**config.mk**
```make
export PLATFORM = sky130hd
export DESIGN_NAME = cvsd_pcm_decoder_flat
export DESIGN_NICKNAME = d
export VERILOG_FILES = /design/src/rtl/cvsd_pkg.sv /design/src/rtl/cvsd_pcm_decoder_if.sv /design/src/rtl/cvsd_step_adapt.sv /design/src/rtl/cvsd_pcm_decoder.sv /design/src/flat_wrapper.sv
export SDC_FILE = /design/constraint.sdc
export NUM_CORES = 1
export LEC_CHECK = 0
export ABC_AREA = 1
export CELL_PAD_IN_SITES_DETAIL_PLACEMENT = 0
export CELL_PAD_IN_SITES_GLOBAL_PLACEMENT = 1
export CORE_MARGIN = 1
export CORE_UTILIZATION = 35
export DETAILED_ROUTE_END_ITERATION = 10
export HOLD_SLACK_MARGIN = 0.02
export PLACE_DENSITY_LB_ADDON = 0.1
export SKIP_CTS_REPAIR_TIMING = 1
export SLEW_MARGIN = 20
export SYNTH_ARGS = -nofsm -noshare
export SYNTH_HDL_FRONTEND = slang
export SYNTH_SLANG_ARGS = --single-unit
```
**constraint.sdc**
```tcl
create_clock -name clk_i -period 7.23 [get_ports clk_i]
set_input_delay 2.169 -clock clk_i [delete_from_list [all_inputs] [get_ports clk_i]]
set_output_delay 2.169 -clock clk_i [all_outputs]
set_load 0.01 [all_outputs]
```
**src/rtl/cvsd_pkg.sv**
```systemverilog
// Purpose: constants and clamp helpers shared by the CVSD coder/decoder pair.
// Latency: n/a (pure functions and constants).
// Backpressure: n/a.
package cvsd_pkg;

    localparam int DATA_W     = 16;
    localparam int STEP_MIN   = 16;
    localparam int STEP_MAX   = 4096;
    localparam int STEP_DELTA = 64;
    // Step register width; comfortably holds STEP_MAX.
    localparam int STEP_W     = 16;

    // PCM limits expressed at the 2-bit-wider integrator width.
    localparam logic signed [DATA_W+1:0] PCM_HI = {3'b000, {(DATA_W-1){1'b1}}};
    localparam logic signed [DATA_W+1:0] PCM_LO = {3'b111, {(DATA_W-1){1'b0}}};

    // Clamp a wide integrator result into the signed PCM range.
    function automatic logic signed [DATA_W-1:0] sat_pcm(input logic signed [DATA_W+1:0] v);
        logic signed [DATA_W+1:0] r;
        r = v;
        if (v > PCM_HI) begin
            r = PCM_HI;
        end else if (v < PCM_LO) begin
            r = PCM_LO;
        end
        return $signed(r[DATA_W-1:0]);
    endfunction

    // Clamp a one-bit-wider step candidate into [lo, hi].
    function automatic logic [STEP_W-1:0] step_limit(input logic [STEP_W:0] v,
                                                     input logic [STEP_W:0] lo,
                                                     input logic [STEP_W:0] hi);
        logic [STEP_W:0] r;
        r = v;
        if (v > hi) begin
            r = hi;
        end else if (v < lo) begin
            r = lo;
        end
        return r[STEP_W-1:0];
    endfunction

endpackage

```
**src/rtl/cvsd_pcm_decoder_if.sv**
```systemverilog
// Purpose: bit-stream in / PCM out bundle of the CVSD decoder.
// Latency: n/a (wires only).
// Backpressure: none; the decoder always accepts a strobed bit.
// Ports: enable_i/data_i (bit strobe + CVSD bit), data_o/valid_o/overload_o (PCM side).
interface cvsd_pcm_decoder_if #(
    parameter int DATA_W = cvsd_pkg::DATA_W
);
    logic                     enable_i;
    logic                     data_i;
    logic signed [DATA_W-1:0] data_o;
    logic                     valid_o;
    logic                     overload_o;

    // master drives the bit stream and sinks PCM; slave is the decoder.
    modport master (output enable_i, data_i, input data_o, valid_o, overload_o);
    modport slave  (input enable_i, data_i, output data_o, valid_o, overload_o);
endinterface

```
**src/rtl/cvsd_step_adapt.sv**
```systemverilog
// Purpose: syllabic step adaptation: bit history, fill counter, run detect, step register.
// Latency: step_next/at_max are combinational from the current bit; state updates on accept.
// Backpressure: none; state advances on every enable_i edge.
// Ports: clk_i, rst_i, enable_i, bit_i in; step_next (step for this bit), at_max out.
module cvsd_step_adapt #(
    parameter int STEP_MIN    = cvsd_pkg::STEP_MIN,
    parameter int STEP_MAX    = cvsd_pkg::STEP_MAX,
    parameter int STEP_DELTA  = cvsd_pkg::STEP_DELTA,
    parameter int DECAY_SHIFT = 4,
    parameter int RUN_LEN     = 3
) (
    input  logic                          clk_i,
    input  logic                          rst_i,
    input  logic                          enable_i,
    input  logic                          bit_i,
    output logic [cvsd_pkg::STEP_W-1:0]   step_next,
    output logic                          at_max
);
    import cvsd_pkg::*;

    localparam int FILL_W = $clog2(RUN_LEN + 1);

    logic [RUN_LEN-1:0] hist, hist_nxt;
    logic [FILL_W-1:0]  fill, fill_nxt;
    logic [STEP_W-1:0]  step;
    logic [STEP_W:0]    step_inc, step_dec;
    logic               run;

    always_comb begin
        hist_nxt = {hist[RUN_LEN-2:0], bit_i};
        fill_nxt = (fill == FILL_W'(RUN_LEN)) ? fill : fill + 1'b1;
        // The current bit is part of the window; a run needs a full window.
        run      = (fill_nxt == FILL_W'(RUN_LEN)) && ((&hist_nxt) || !(|hist_nxt));
        // One extra bit so the increment cannot wrap before the clamp.
        step_inc = {1'b0, step} + (STEP_W+1)'(STEP_DELTA);
        step_dec = {1'b0, step - (step >> DECAY_SHIFT)};
        step_next = step_limit(run ? step_inc : step_dec,
                               (STEP_W+1)'(STEP_MIN), (STEP_W+1)'(STEP_MAX));
        at_max   = (step_next == STEP_W'(STEP_MAX));
    end

    always_ff @(posedge clk_i) begin
        if (rst_i) begin
            hist <= '0;
            fill <= '0;
            step <= STEP_W'(STEP_MIN);
        end else if (enable_i) begin
            hist <= hist_nxt;
            fill <= fill_nxt;
            step <= step_next;
        end
    end

endmodule

```
**src/rtl/cvsd_pcm_decoder.sv**
```systemverilog
// Purpose: CVSD receive path, 1-bit delta stream to signed PCM with adaptive step and leak.
// Latency: one cycle from an accepted bit to data_o/valid_o/overload_o.
// Backpressure: none; one sample per enable_i edge, valid_o is a per-sample strobe.
// Ports: clk_i, rst_i (sync, active high); bus (slave): enable_i, data_i in; data_o, valid_o, overload_o out.
module cvsd_pcm_decoder #(
    parameter int DATA_W      = cvsd_pkg::DATA_W,
    parameter int STEP_MIN    = cvsd_pkg::STEP_MIN,
    parameter int STEP_MAX    = cvsd_pkg::STEP_MAX,
    parameter int STEP_DELTA  = cvsd_pkg::STEP_DELTA,
    parameter int DECAY_SHIFT = 4,
    parameter int RUN_LEN     = 3,
    parameter int LEAK_SHIFT  = 0
) (
    input  logic               clk_i,
    input  logic               rst_i,
    cvsd_pcm_decoder_if.slave  bus
);
    import cvsd_pkg::*;

    logic [STEP_W-1:0]        step_next;
    logic                     at_max;
    logic signed [DATA_W-1:0] acc, acc_l;
    logic signed [DATA_W+1:0] acc_ext, step_ext, acc_wide;
    logic                     valid_q, ovl_q;

    cvsd_step_adapt #(
        .STEP_MIN    (STEP_MIN),
        .STEP_MAX    (STEP_MAX),
        .STEP_DELTA  (STEP_DELTA),
        .DECAY_SHIFT (DECAY_SHIFT),
        .RUN_LEN     (RUN_LEN)
    ) u_step (
        .clk_i     (clk_i),
        .rst_i     (rst_i),
        .enable_i  (bus.enable_i),
        .bit_i     (bus.data_i),
        .step_next (step_next),
        .at_max    (at_max)
    );

    always_comb begin
        // acc >>> 0 would cancel the whole accumulator, so a zero shift means no leak.
        acc_l = acc;
        if (LEAK_SHIFT != 0) begin
            acc_l = acc - (acc >>> LEAK_SHIFT);
        end
        // Integrate at two extra bits so the clamp sees the true overshoot.
        acc_ext  = {{2{acc_l[DATA_W-1]}}, acc_l};
        step_ext = $signed((DATA_W+2)'(step_next));
        acc_wide = bus.data_i ? (acc_ext - step_ext) : (acc_ext + step_ext);
    end

    always_ff @(posedge clk_i) begin
        if (rst_i) begin
            acc     <= '0;
            valid_q <= 1'b0;
            ovl_q   <= 1'b0;
        end else if (bus.enable_i) begin
            acc     <= sat_pcm(acc_wide);
            valid_q <= 1'b1;
            ovl_q   <= at_max;
        end else begin
            valid_q <= 1'b0;
        end
    end

    assign bus.data_o     = acc;
    assign bus.valid_o    = valid_q;
    assign bus.overload_o = ovl_q;

endmodule
```
**src/flat_wrapper.sv**
```systemverilog
// flat-port wrapper written by rule: the top's interface ports become plain ports
module cvsd_pcm_decoder_flat import cvsd_pkg::*;
#(
    parameter int DATA_W      = cvsd_pkg::DATA_W,
    parameter int STEP_MIN    = cvsd_pkg::STEP_MIN,
    parameter int STEP_MAX    = cvsd_pkg::STEP_MAX,
    parameter int STEP_DELTA  = cvsd_pkg::STEP_DELTA,
    parameter int DECAY_SHIFT = 4,
    parameter int RUN_LEN     = 3,
    parameter int LEAK_SHIFT  = 0
)
  (clk_i, rst_i, bus_enable_i, bus_data_i, bus_data_o, bus_valid_o, bus_overload_o);
  cvsd_pcm_decoder_if #(.DATA_W(DATA_W)) bus_i ();
  input  logic clk_i;
  input  logic rst_i;
  input wire logic [$bits(bus_i.enable_i)-1:0] bus_enable_i;
  input wire logic [$bits(bus_i.data_i)-1:0] bus_data_i;
  output wire logic [$bits(bus_i.data_o)-1:0] bus_data_o;
  output wire logic [$bits(bus_i.valid_o)-1:0] bus_valid_o;
  output wire logic [$bits(bus_i.overload_o)-1:0] bus_overload_o;
  assign bus_i.enable_i = bus_enable_i;
  assign bus_i.data_i = bus_data_i;
  assign bus_data_o = bus_i.data_o;
  assign bus_valid_o = bus_i.valid_o;
  assign bus_overload_o = bus_i.overload_o;
  cvsd_pcm_decoder #(.DATA_W(DATA_W), .STEP_MIN(STEP_MIN), .STEP_MAX(STEP_MAX), .STEP_DELTA(STEP_DELTA), .DECAY_SHIFT(DECAY_SHIFT), .RUN_LEN(RUN_LEN), .LEAK_SHIFT(LEAK_SHIFT)) u_core (.clk_i(clk_i), .rst_i(rst_i), .bus(bus_i));
endmodule
```
### After elaboration in Yosys (flattened, before gate mapping)

Index checks and enable logic that the tools add are counted.

* register bits after elaboration: 38
* input port bits: 4
* output and inout bits: 18
* word-level logic and storage cells: 31

* add/subtract/negate cells: 5
* order comparisons: 4
* equality and inequality tests: 3
* mux-type cells: 8
* reductions and logical operators: 5

Operators by type and width (number)
* $mux W16: 4
* $add A16 B17 Y18: 1
* $gt A18 B16 Y1 const B: 1
* $lt A18 B16 Y1 const B: 1
* $mux W18: 1
* $sub A16 B17 Y18: 1
* $add A16 B7 Y17 const B: 1
* $gt A17 B13 Y1 const B: 1
* $lt A17 B5 Y1 const B: 1
* $mux W17: 1
* $eq A16 B13 Y1 const B: 1
* $sub A16 B12 Y16: 1
* $eq A2 B2 Y1 const B: 2
* $reduce_and A3 Y1: 1
* $reduce_or A3 Y1: 1
* $add A2 B1 Y2 const B: 1
* $mux W2: 1
* $logic_and A1 B1 Y1: 1
* $logic_not A1 Y1: 1
* $logic_or A1 B1 Y1: 1
* $mux W1: 1

### Depth between registers and ports, before layout

* depth in word-level cells: 13
* gate-level depth with buffers: 41
* depth with buffers taken out: 40

### Cells and area by module

Synthesis repeated with hierarchy kept, for this count alone.

* cells, all modules: 748
* area, all modules: 4533.1 um^2

By module, submodules not included
* cvsd_step_adapt: times used 1, cells each 407, area an instance 2399.8 um^2, seq. area each 400.4 um^2
* cvsd_pcm_decoder: times used 1, cells each 341, area an instance 2133.3 um^2, seq. area each 360.3 um^2

### Worst setup path before layout

Ideal clock, no wire load.

* path kind: input -> register
* start point: input bus_data_i
* end point: register u_core.acc[10] (netlist: u_core.bus.data_o[10])
* library setup time: 0.119 ns
* arrival time: 5.986 ns
* required time: 7.111 ns
* setup slack: 1.125 ns
* stages: 29
* buffers on the path: 2
* cell sequence: inv_2 > nand3_1 > nand2_1 > nand2_4 > or3_1 > nand2_1 > nand2_1 > nor2_1 > nand3_1 > nand2_2 > buf_6 > nand3_2 > ha_1 > nand3_2 > nor2_1 > nor2_1 > nand2_1 > nand2_1 > inv_1 > ha_1 > nand2_1 > o31ai_1 > nand2_1 > nand2_1 > xor2_1 > or2_2 > a21oi_1 > buf_2 > a21oi_1

* cells in the longest elaborated chain, start to end: 13
* elaborated cells between the ends (all ways): 17
* those cells by class: add/sub (2); order compare (4); mux (6); reduce/logical (5)

RTL lines
* from (decl): line flat_wrapper.sv:17 `input wire logic [$bits(bus_i.data_i)-1:0] bus_data_i;`
* $reduce_or A3 Y1: line cvsd_step_adapt.sv:33 `run = (fill_nxt == FILL_W'(RUN_LEN)) && ((&hist_nxt) || !(|hist_nxt));`
* $logic_not A1 Y1: line cvsd_step_adapt.sv:33
* $logic_or A1 B1 Y1: line cvsd_step_adapt.sv:33
* $logic_and A1 B1 Y1: line cvsd_step_adapt.sv:33
* $mux W17: line cvsd_step_adapt.sv:37 `step_next = step_limit(run ? step_inc : step_dec,`
* $lt A17 B5 Y1: line cvsd_pkg.sv:37 `end else if (v < lo) begin`
* $mux W16: line cvsd_pkg.sv:37
* $mux W16: line cvsd_pkg.sv:35 `if (v > hi) begin`
* $add A16 B17 Y18 / $sub A16 B17 Y18 (equally long branches): line cvsd_pcm_decoder.sv:50 `acc_wide = bus.data_i ? (acc_ext - step_ext) : (acc_ext + step_ext);`
* $mux W18 *: line cvsd_pcm_decoder.sv:50
* $lt A18 B16 Y1: line cvsd_pkg.sv:23 `end else if (v < PCM_LO) begin`
* $mux W16: line cvsd_pkg.sv:23
* $mux W16 *: line cvsd_pkg.sv:21 `if (v > PCM_HI) begin`
* to (signal assigned): line cvsd_pcm_decoder.sv:59 `acc <= sat_pcm(acc_wide);`
* to (decl): line cvsd_pcm_decoder.sv:22 `logic signed [DATA_W-1:0] acc, acc_l;`

Mark *: on every way between the ends. The rest lies on a longest branch, timed or not.
A chain may end at the register's enable or synchronous reset.

### Final worst setup path

* start point: input bus_data_i
* end point: register u_core.acc[0] (netlist: u_core.bus.data_o[0])

The elaborated chain is that of the path after synthesis.

==> impl_metrics.json <==
{
  "clock-root-buffer": "clkbuf_16",
  "drive_gt1_frac": 0.0780,
  "yosysTopAreaCell": "dfxtp_1",
  "routed_wl_um": 12300,
  "ioPinCount": 22,
  "crit_type": "input port to register",
  "worst_pin_slew_ns": 0.601,
  "yosys.cell_types.count": 48,
  "die_w_um": 110,
  "antenna_found_initial": 0,
  "cp_data_required_time_ns": 7.39,
  "cpMostUsedCell": "nand2_1",
  "fin_skew_ns": 0.00562,
  "clk_pin_slew_worst_paths_ns": 0.06,
  "firstDrtPassIters": 5,
  "async_flop_share": 0,
  "synth.ff_latch_count": 38,
  "synth_nets": 732,
  "cp_max_fo": 15,
  "slowest_delay_ns": 0.54,
  "clk_latency_ns": 0.29,
  "area_growth_pct": 13.6,
  "critical_path.top_delay_family": "simple AND/OR/NAND/NOR gates",
  "fmax_mhz": 151,
  "cts.sinks": 38,
  "synthFlopType": "dfxtp_1",
  "synthTopCellsByArea": "dfxtp_1 19%, nand2_1 18%, ha_1 9.5%",
  "yosysWarnings": 0,
  "gr-total-overflow": 0,
  "h-tree-depth": 2,
  "max_cap_violations": 0,
  "viasPerCell": 5.08,
  "vias": 4372,
  "critPathSlowestCell": "clkdlybuf4s50_1",
  "final_max_slew_viol_count": 0,
  "rsz0062_at_grt": "false",
  "drt-initial-drc-count": 202,
  "hold_viol_final": 0,
  "setup_viol": 0,
  "final_common_cell": "nand2_1",
  "cts.path.max_buffers": 2,
  "core_area_um2": 11400,
  "synth.top_cell.area_share": 0.185,
  "slew_headroom": 0.598,
  "initial_core_util": 0.359,
  "syn_area_um2": 4100,
  "final.setup.tns_ns": 0,
  "grt_pass1_vias": 4327,
  "dpl.hpwl_um": 10300,
  "layout_common_cells": "200 x nand2_1, 102 x inv_1, 65 x nand3_1, 57 x nor2_1, 41 x a21oi_1",
  "rows": 39,
  "yosysSeqAreaShare": 0.185,
  "ant_nets": 0,
  "avgSynthCellArea_um2": 5.90,
  "gp_congestion": 0.822,
  "critical_path_buf_inv_count": 6,
  "end_kind": "register",
  "dieArea_um2": 12200,
  "diodes": 0,
  "synth_edf_count": 0,
  "cts_buffers": 5,
  "wl_per_cell_um": 14.2,
  "finalCritPeriodShare": 0.916,
  "grt_max_degree": 19,
  "cts_tree": "built",
  "cp_data_arrival_time_ns": 6.78,
  "finalCriticalPeriod_ns": 6.63,
  "drc": 0,
  "grt_pass1_wl_um": 20400,
  "grt_usage": 0.218,
  "holdCritPathClass": "register to register",
  "run_status": "finished, final reports clean",
  "final_nets": 754,
  "synthCells": 695,
  "dieHeight_um": 110,
  "startpoint_type": "input port",
  "portBuffers": 21
}
[stage by stage]
stage                     std cells  hold slack [ns]  instance area [µm²]  utilization  setup slack (ns)
after floorplan                 695            0.439                 4100            -              1.12
after CTS                       861            0.477                 4650        0.407             0.479
after global routing            861            0.507                 4660        0.408            0.0605
final                           861            0.481                 4660        0.408             0.604
after global placement          853            0.457                 4490        0.393             0.202
after detailed placement        853            0.466                 4490        0.393             0.203
[tightest hold or removal path, delay by kind of cell (launching register included)]
family / cells / cell delay (ns)
AOI/OAI and AO/OA: 1 / 0.05
DFF: 1 / 0.32
and+or+nand+nor: 1 / 0.06
[logic make-up after synthesis]
logic type | count (synthesis) | synth area share
AOI/OAI and AO/OA | 113 | 0.157
xor gates and xnor gates | 15 | 0.0320
adders and majority gates | 33 | 0.104
buffers and inverters | 126 | 0.124
DFF | 38 | 0.185
and+or+nand+nor | 370 | 0.397
[registers in the layout (all words and copies together) (netlist names)]
register and cells:
u_core.bus.data_o 16, u_core.bus.overload_o 1, u_core.bus.valid_o 1, u_core.u_step.fill 2, u_core.u_step.hist 2, u_core.u_step.step 16
[synth_stat cells (all sizes together) (3+ instances only)]
cell type	number
a21o	3
a21oi	43
a31oi	3
and2	3
buf	9
clkbuf	10
dfxtp	38
ha	31
inv	107
nand2	206
nand3	71
nand4	8
nor2	62
nor3	5
o21ai	36
o21bai	4
o22ai	13
o31ai	4
or2	8
xnor2	4
xor2	11
[per-layer routing]
| metal | GRT usage | wire, µm | vias up |
|---|---|---|---|
| li1 | - | - | 2306 |
| met1 | 0.256 | 5560 | 1968 |
| met2 | 0.402 | 6030 | 77 |
| met3 | 0.0223 | 297 | 21 |
| met4 | 0.0874 | 370 | 0 |
| met5 | 0 | 0 | - |
[layout make-up]
class	count	area (µm²)
clock inverters	3	40.0
fillers	1302	6760
repair buffers	34	308
clock buffers	5	125
well taps	143	179
inverters	107	404
flip-flops and latches	38	761
multi-input cells	531	2840
[path summary, 6_finish.rpt]
path	start	endpoint	slack (ns)	cells after the start
worst max-delay path	bus_data_i	u_core.bus.data_o[0]	0.60	31
worst min-delay path	u_core.u_step.fill[0]	u_core.u_step.fill[1]	0.48	2
worst max register to register	u_core.u_step.step[12]	u_core.bus.data_o[0]	1.72	33
worst min register to register	u_core.u_step.fill[0]	u_core.u_step.fill[1]	0.48	2
Power is left out: the tool's default activity adds up to more than one toggle a clock period on the data nets, which glitch-free logic cannot reach.
